$ cat config.mk
export PLATFORM = sky130hd
export DESIGN_NAME = inst_fetcher
export DESIGN_NICKNAME = d
export VERILOG_FILES = /design/src/rtl/inst_fetcher.sv
export SDC_FILE = /design/constraint.sdc
export NUM_CORES = 1
export LEC_CHECK = 0
export BUFFER_PORTS_ARGS = -buffer_cell sky130_fd_sc_hd__buf_2
export CORE_ASPECT_RATIO = 0.6
export CORE_MARGIN = 4
export CORE_UTILIZATION = 45
export CTS_BUF_LIST = sky130_fd_sc_hd__clkbuf_16
export CTS_CLUSTER_DIAMETER = 120
export DETAILED_ROUTE_END_ITERATION = 12
export SYNTH_ARGS = -nofsm -noshare
export SYNTH_HDL_FRONTEND = slang
export SYNTH_SLANG_ARGS = --single-unit
$ cat constraint.sdc
create_clock -name clk -period 4.93 [get_ports clk]
set_input_delay 0.493 -clock clk [delete_from_list [all_inputs] [get_ports clk]]
set_output_delay 0.493 -clock clk [all_outputs]
set_load 0.02 [all_outputs]
$ cat src/rtl/inst_fetcher.sv
// Fetch stage: sequential PC generation, single-outstanding imem reads,
// and a small FIFO of {pc, inst} pairs presented to the decoder.
//
// Ports:
//   clk, rst                      clock, synchronous active-high reset
//   imem_valid/ready/addr         instruction read request (one in flight)
//   imem_rvalid/rdata             read response, one per accepted request
//   redirect/redirect_pc          flush FIFO and restart fetch at a new PC
//   if_valid/ready/pc/bits        FIFO head towards the decoder
module inst_fetcher #(
    parameter int                XLEN_P       = 64,
    parameter int                QUEUE_DEPTH  = 4,
    parameter logic [XLEN_P-1:0] RESET_VECTOR = XLEN_P'(64'h8000_0000)
) (
    input  logic              clk,
    input  logic              rst,
    output logic              imem_valid,
    input  logic              imem_ready,
    output logic [XLEN_P-1:0] imem_addr,
    input  logic              imem_rvalid,
    input  logic [31:0]       imem_rdata,
    input  logic              redirect,
    input  logic [XLEN_P-1:0] redirect_pc,
    output logic              if_valid,
    input  logic              if_ready,
    output logic [XLEN_P-1:0] if_pc,
    output logic [31:0]       if_bits
);

    localparam int PTR_W = $clog2(QUEUE_DEPTH);
    localparam int CNT_W = PTR_W + 1;

    typedef enum logic [1:0] {
        S_REQ,
        S_WAIT,
        S_DROP
    } state_t;

    state_t            state;
    state_t            state_next;

    logic [XLEN_P-1:0] fetch_pc;
    logic [XLEN_P-1:0] req_pc;
    logic [XLEN_P-1:0] pc_mem   [QUEUE_DEPTH];
    logic [31:0]       bits_mem [QUEUE_DEPTH];
    logic [PTR_W-1:0]  wr_ptr;
    logic [PTR_W-1:0]  rd_ptr;
    logic [CNT_W-1:0]  count;

    // Set by reset, cleared by the first accepted request afterwards: a
    // response arriving in that window belongs to a pre-reset request.
    logic              rst_stale;

    logic              req_fire;
    logic              push;
    logic              pop;

    // State register
    always_ff @(posedge clk) begin
        if (rst) begin
            state <= S_REQ;
        end else begin
            state <= state_next;
        end
    end

    // Next-state logic
    always_comb begin
        state_next = state;
        unique case (state)
            S_REQ: begin
                if (req_fire) state_next = S_WAIT;
            end
            S_WAIT: begin
                if (imem_rvalid)   state_next = S_REQ;
                else if (redirect) state_next = S_DROP;
            end
            S_DROP: begin
                if (imem_rvalid) state_next = S_REQ;
            end
            default: state_next = S_REQ;
        endcase
    end

    // Output logic. With nothing in flight in REQ, the credit check
    // reduces to count < QUEUE_DEPTH, so a push can never overflow.
    always_comb begin
        imem_valid = 1'b0;
        push       = 1'b0;
        unique case (state)
            S_REQ:   imem_valid = !rst && !redirect &&
                                  (count < CNT_W'(QUEUE_DEPTH));
            S_WAIT:  push = imem_rvalid && !redirect;
            default: ;
        endcase
    end

    assign req_fire  = imem_valid && imem_ready;
    assign pop       = if_valid && if_ready;
    assign imem_addr = fetch_pc;
    assign if_valid  = (count != '0);
    assign if_pc     = if_valid ? pc_mem[rd_ptr]   : '0;
    assign if_bits   = if_valid ? bits_mem[rd_ptr] : '0;

    // PC, pointers and occupancy; redirect wins over push and pop.
    always_ff @(posedge clk) begin
        if (rst) begin
            fetch_pc  <= RESET_VECTOR;
            req_pc    <= '0;
            wr_ptr    <= '0;
            rd_ptr    <= '0;
            count     <= '0;
            rst_stale <= 1'b1;
        end else begin
            if (req_fire) begin
                req_pc    <= fetch_pc;
                fetch_pc  <= fetch_pc + XLEN_P'(4);
                rst_stale <= 1'b0;
            end
            if (redirect) begin
                fetch_pc <= redirect_pc & ~XLEN_P'(3);
                wr_ptr   <= '0;
                rd_ptr   <= '0;
                count    <= '0;
            end else begin
                if (push) wr_ptr <= wr_ptr + PTR_W'(1);
                if (pop)  rd_ptr <= rd_ptr + PTR_W'(1);
                count <= count + CNT_W'(push) - CNT_W'(pop);
            end
        end
    end

    // Storage needs no reset: unoccupied slots are never presented.
    always_ff @(posedge clk) begin
        if (push && !rst) begin
            pc_mem[wr_ptr]   <= req_pc;
            bits_mem[wr_ptr] <= imem_rdata;
        end
    end

    // A response with no request in flight is a bus protocol violation.
    rvalid_in_req: assert property (
        @(posedge clk) disable iff (rst)
        !(state == S_REQ && imem_rvalid && !rst_stale)
    );

endmodule

## After elaboration in Yosys (flattened, before gate mapping)

Memories as Yosys holds them, arrays and structs flattened. A register that Yosys moved wholly into a read port is not among the register bits.
Index checks and enable logic that the tools add are counted.

- Register bits: 137
- Memory bits (writable): 384
- Output and inout port bits: 162
- Memories: 2

- $add $sub $neg: 5
- Order comparisons: 1
- Equality and inequality tests: 5
- Mux-type cells: 17
- Reductions and logical operators: 13

Memory list:

| name | words | width | rd ports | clocked after memory_dff | write ports | RTL line | RTL |
|---|---|---|---|---|---|---|---|
| pc_mem | 4 | 64 | 1 | 1 | 1 | 44 | `logic [XLEN_P-1:0] pc_mem [QUEUE_DEPTH];` |
| bits_mem | 4 | 32 | 1 | 1 | 1 | 45 | `logic [31:0] bits_mem [QUEUE_DEPTH];` |

Operators with widths:

| kind | number |
|---|---|
| $mux 64 | 3 |
| $add 64x3->64 const B | 1 |
| $mux 32 | 1 |
| $mux 2 | 8 |
| $logic_and 1x1->1 | 6 |
| $pmux 2 s3 | 1 |
| $add 2x1->2 const B | 2 |
| $mux 1 | 4 |
| $ne 2x2->1 const B | 2 |
| $add 3x1->3 | 1 |
| $lt 3x3->1 const B | 1 |
| $ne 3x3->1 const B | 1 |
| $reduce_and 3->1 | 1 |
| $reduce_bool 3->1 | 1 |
| $sub 3x1->3 | 1 |
| $eq 2x1->1 const B | 1 |
| $eq 2x2->1 const B | 1 |
| $logic_not 1->1 | 2 |
| $logic_not 2->1 | 1 |
| $reduce_bool 2->1 | 1 |
| $reduce_or 2->1 | 1 |

## Logic depth before layout (Yosys ltp)

Gate-level depths: netlist of the first run.

- Word-level depth: 7
- Mapped depth: 11
- Depth with buffers taken out: 9

## Worst setup path before layout of the first run

No wires, ideal clock.

- Kind: input port to flip-flop
- Start point: in rst
- End point: mem bits_mem[0][0] (enable)
- Setup time: 0.464 ns
- Arrival: 3.317 ns
- Required time: 4.466 ns
- Slack: 1.149 ns
- Cell stages on the path: 4
- Cell sequence: clkbuf_1 > or2_2 > nor2_1 > and2_1

- Cells in the longest elaborated chain, start to end: 4

RTL lines:

| element | RTL line | RTL |
|---|---|---|
| from (decl) | 16 | `input logic rst,` |
| $logic_not 1->1 | 135 | `if (push && !rst) begin` |
| $logic_and 1x1->1 | 135 |  |
| $mux 1 | 135 |  |
| $mux 1 (implied by the code) | 137 | `bits_mem[wr_ptr] <= imem_rdata;` |
| to (decl) | 45 |  |

Every way passes these cells.

==> flow_summary.ini, run 1 <==
[routing]
vias = 12510
wl_um = 51350
drc_errors = 0
drt.antenna.violating_nets = 0
drt_iter0_drc = 1035
route.detailed.wl_per_inst_um = 22.71
met1_length_um = 23080
viasPerCell = 5.531
wl_met3_um = 3453
dr_wl_met2_um = 23680
dr.pass1.iters = 5
highest_layer = met4

[clock_network]
cts_inserted_buffers = 48
worst_skew_pair.late_latency_ns = 0.58
cts_buffer_depth = 3
h-tree-depth = 2
cts_setup_buffers = 0
cts_resized = 0
cts_tree = built
cts_num_sinks = 511
root_buffer = clkbuf_16
cts.clk_slew.worst_paths_ns = 0.06
cts-hold-fix-buffers = 0

[worst_hold_path]
hold_end = bits_mem[0][20]
hp-start = imem_rdata[20]
hold_path.class = in -> reg
whs_path_depth = 1

[global_routing]
globalRoute.totalOverflow = 0
grt_max_degree = 96
grt_first_pass_wirelength_um = 78340
grt_pass1_vias = 12530
antenna_found_initial = 2
grt_usage_pct = 20.63

[synth]
synth_fa_ha_area_share_pct = 0.5269
yosysSeqAreaShare_pct = 68.52
syn_inst = 1389
yosys.area_share.simple_pct = 11.84
synth-compound-area-share_pct = 4.178
avgSynthCellArea_um2 = 14.70
synth_top_family_by_area = simple AND/OR/NAND/NOR gates
synth_area_um2 = 20420
synth-edff-count = 376
ys_seq_elements = 511
yosysWarnings = 0
ys.flop_type = edfxtp_1
async_flop_share_pct = 0
synth.area.mux_share_pct = 10.91
synthXorXnorAreaFrac_pct = 2.059
synthDistinctLibCells = 55

[layout]
utilization_pct = 53.08
area_delta_synth_final_pct = 16.49
nets = 1741
layout-drive-gt1-share_pct = 26.89
stdcell_area_um2 = 23790

[power_and_ir_drop]
powerDensity_nw_per_um2 = 357.7
p_leak_nw = 8.257
ir_drop_mv = 0.2404

[setup_path]
r2r_setup_slack_ns = 1.73
reg2regPathDepth = 6
critPathCaptureType = primary output
path_max_fanout = 37
r2r_start = imem_addr[6]
arrival_ns = 2.95
timing.rr.end = imem_addr[59]
cp-start-kind = flip-flop
worstPathRequired_ns = 4.44
critPathKind = reg -> out

[placed_design]
hpwl_um = 32380
io_buffers = 257
gp_congestion = 0.8283
dpl_cell_area_um2 = 22360

[sta]
post-route-min-period_ns = 3.444
relSlewSlack_pct = 27.19
worst_pin_slew_ns = 1.092
clock_skew_ns = 0.02850
finalCritPeriodShare_pct = 69.85
fmax_mhz = 290.4
rsz0062_at_grt = false
fin_tns_setup_ns = 0
drv_slew = 0
hold_violations = 0
setup_viol = 0

[die]
initial_utilization_pct = 45.57
dieArea_um2 = 48970
die_x_um = 283.0
die_h_um = 173.0
design.core.area_um2 = 44820
num_rows = 60
io_pins = 264

[flow_run]
cap_violations = 0

[status]
status = finished clean
## final cells by class
type	count	area, µm²
timing repair buffer	275	1499
multi-input combinational	784	6080
sequential	511	14000
clock inverter	40	201.4
clock buffer	49	1226
fill	3784	21030
inverter	11	41.29
antenna	2	5.005
tap	589	737.0
## stage by stage
step                std cells  power (W)  hold slack, ns  setup slack (ns)
floorplan                1392   0.004993          0.4600             1.149
global placement         2170   0.005171          0.4776             1.870
CTS                      2259   0.008592          0.1201             1.337
global route             2261   0.008832          0.1248             1.233
finish                   2261   0.008510          0.1490             1.486
detailed placement       2170   0.005181          0.4929             1.808
## metal layers
layer / vias to the layer above / track usage, %
li1: 5712 / -
met2: 381 / 32.03
met3: 73 / 4.387
met4: 0 / 5.525
met1: 6340 / 29.83
met5: - / 0
## registers in the layout (all words and copies together), names as in the netlist, named ones only
signal and count:
pc_mem 248, bits_mem 128, imem_addr 62, wr_ptr 2, req_pc 62, state 2
count 3, rd_ptr 2
## critical path: stages (launching register included)
cell     delay (ns)
dfxtp_4        0.86
buf_4          0.52
mux4_2         0.57
and2_1         0.20
buf_2          0.17
## synth_stat cells, drive strengths merged (2+ instances only)
cell type / number / area [µm²]
nor4: 12 / 111.4
nor2b: 2 / 12.51
buf: 24 / 121.4
a311oi: 2 / 17.52
inv: 11 / 41.29
nor3b: 3 / 22.52
and3: 9 / 56.30
mux2i: 10 / 100.1
nor4b: 3 / 32.53
nand4: 29 / 196.4
edfxtp: 376 / 11290
ha: 7 / 87.58
a31oi: 3 / 18.77
nand3: 30 / 150.1
xnor2: 14 / 122.6
mux4: 94 / 2117
xor2: 34 / 297.8
o211ai: 3 / 22.52
or3: 7 / 43.79
o22ai: 5 / 31.28
and2: 105 / 656.9
nand2: 172 / 645.6
dfxtp: 135 / 2703
a211oi: 22 / 165.2
nor3: 15 / 75.07
and4: 13 / 113.9
nor2: 68 / 255.2
clkbuf: 62 / 234.0
a2bb2oi: 3 / 26.28
a21oi: 93 / 465.5
o21ai: 6 / 30.03
## report_power, final
part	total (W)	internal (W)	switching (W)
sequential	0.00471	0.00463	0.0000805
clock	0.00342	0.00185	0.00157
combinational	0.000377	0.000130	0.000247
total	0.00851	0.00661	0.00190
## cells in the final DEF, fill, tap and decap left out, types with 14 or more instances in the layout
cell type / n
nand3_1: 30
edfxtp_1: 376
nand4_1: 28
mux4_2: 94
a211oi_1: 22
buf_2: 256
clkbuf_16: 49
a21oi_1: 93
nor2_1: 67
dfxtp_1: 133
inv_1: 27
xnor2_1: 14
and2_1: 101
nor3_1: 15
xor2_1: 34
nand2_1: 171
## worst max path at each step
stage	from	to	slack (ns)	cells past startpoint
finish	flip-flop	if_pc[21]	1.49	4
global route	flip-flop	if_pc[28]	1.23	4
CTS	flip-flop	if_pc[21]	1.34	4
detailed placement	imem_ready	imem_addr[39]	1.81	7
global placement	rst	pc_mem[2][30]	1.87	5
floorplan	rst	bits_mem[0][0]	1.15	4
## cells by family (layout without fill, tap and decap cells)
family	count (synthesis)	after routing
mux	105	105
fa+ha+maj	8	8
compound gates	146	146
xor+xnor	48	48
flops	511	511
simple gates	473	473
other cells	1	6
buf+inv	97	375
Note: power is estimated with default switching activity, not from simulation.
==> run 2, diff against run 1 <==
--- a/config.mk
+++ b/config.mk
@@ -12,6 +12,7 @@
 export CTS_BUF_LIST = sky130_fd_sc_hd__clkbuf_16
 export CTS_CLUSTER_DIAMETER = 120
 export DETAILED_ROUTE_END_ITERATION = 12
+export PLACE_DENSITY = 0.67
 export SYNTH_ARGS = -nofsm -noshare
 export SYNTH_HDL_FRONTEND = slang
 export SYNTH_SLANG_ARGS = --single-unit
==> constraint.sdc (replaced) <==
create_clock -name clk -period 3.05 [get_ports clk]
set_input_delay 0.305 -clock clk [delete_from_list [all_inputs] [get_ports clk]]
set_output_delay 0.305 -clock clk [all_outputs]
set_load 0.02 [all_outputs]
==> run 2 against run 1 <==
Compared with the run above: count of clock-buffer cells in the layout down 2; design area grew 4.3%; clock power up 74%; utilization up 2.3 points; global-route usage rose by 0.13 points; largest cell class unchanged; highest routed layer unchanged.
==> flow_summary.ini, run 2 (synthesized netlist as in run 1, its figures left out) <==
[sta]
fmax_mhz = 353.8
post-route-min-period_ns = 2.827
setup_viol = 0
fin_tns_setup_ns = 0
hold_violations = 0
clock_skew_ns = 0.02943
relSlewSlack_pct = 31.05
finalCritPeriodShare_pct = 92.68
drv_slew = 0
worst_pin_slew_ns = 1.034
rsz0062_at_grt = false

[clock_network]
cts_num_sinks = 511
cts_tree = built
worst_skew_pair.late_latency_ns = 0.58
cts_inserted_buffers = 47
cts.clk_slew.worst_paths_ns = 0.07
cts_buffer_depth = 3
root_buffer = clkbuf_16
h-tree-depth = 2

[global_routing]
globalRoute.totalOverflow = 0
grt_first_pass_wirelength_um = 79230
grt_max_degree = 96
antenna_found_initial = 2
grt_usage_pct = 20.77
grt_pass1_vias = 13200

[die]
initial_utilization_pct = 45.57
dieArea_um2 = 48970
design.core.area_um2 = 44820
num_rows = 60
io_pins = 264
die_x_um = 283.0
die_h_um = 173.0

[setup_path]
critPathKind = reg -> out
path_max_fanout = 95
arrival_ns = 2.52
r2r_start = state[0]
worstPathRequired_ns = 2.74
cp-start-kind = flip-flop
critPathCaptureType = primary output
critical_path.startpoint = count[2]

[placed_design]
gp_congestion = 0.8658
hpwl_um = 33180
io_buffers = 257
dpl_cell_area_um2 = 22630

[status]
status = finished clean

[layout]
utilization_pct = 55.35
stdcell_area_um2 = 24810
layout_common_cells = edfxtp_1, buf_2, nand2_1, dfxtp_1, and2_1
largest_register = pc_mem
area_delta_synth_final_pct = 21.48
largest_reg_flops = 248
reg.largest.list = pc_mem (248), bits_mem (128)
layout-drive-gt1-share_pct = 27.44
nets = 1826
final_common_cell = edfxtp_1

[worst_hold_path]
hp-start = redirect_pc[40]
hold_path.class = in -> reg

[routing]
viasPerCell = 5.570
dr.pass1.iters = 5
wl_um = 51560
vias = 13060
route.detailed.wl_per_inst_um = 22.00
drt.antenna.violating_nets = 0
drt_iter0_drc = 1120
drc_errors = 0

[flow_run]
cap_violations = 0

[power_and_ir_drop]
ir_drop_mv = 0.5622
powerDensity_nw_per_um2 = 574.2
power_w = 0.01425
p_leak_nw = 8.696
-- run 2: what timing repair did --
action | 4_1_cts | 5_1_grt
setup buffers | 0 | 0
gates resized for setup | 0 | 0
hold buffers | 61 | 0
hold endpoints to repair | 156 | 0
-- run 2: critical path, cell delays in order, from the launching register on --
cell and delay, ns:
dfxtp_1 0.43, or3_4 0.17, buf_4 0.77, and2_1 0.34, buf_2 0.20
-- run 2: stage by stage --
step	hold slack (ns)	cells	worst slack (ns)
2_1_floorplan	0.3843	1392	0.5011
3_3_place_gp	0.4788	2195	0.5067
3_5_place_dp	0.4828	2195	0.4033
4_1_cts	0.003212	2342	0.1496
5_1_grt	0.01203	2344	0.06084
6_report	0.02389	2344	0.2233
-- run 2: cell type report --
cell class	count	area [µm²]
multi-input cells	784	6080
diodes	2	5.005
inverters	11	41.29
flip-flops and latches	511	14000
fillers	3654	20010
well taps	589	737.0
repair buffers	361	2385
clock buffers	47	1176
clock inverters	39	384.1
-- run 2: final timing paths --
check	endpoint	cells after the start	slack (ns)
min	imem_addr[40]	3	0.02
min reg2reg	req_pc[10]	2	0.49
max reg2reg	imem_addr[7]	8	0.25
max	if_bits[1]	4	0.22
-- run 2: layer usage --
metal	GRT usage [%]	vias up	share of wire (%)
met5	0	-	0
met3	4.269	84	7.4
li1	-	5875	-
met4	5.567	0	2.5
met1	29.34	6603	43
met2	33.14	493	47
-- run 2: power breakdown --
group,switching [W],internal (W)
clock network,0.00253,0.00341
registers,0.000126,0.00748
logic,0.000421,0.000273
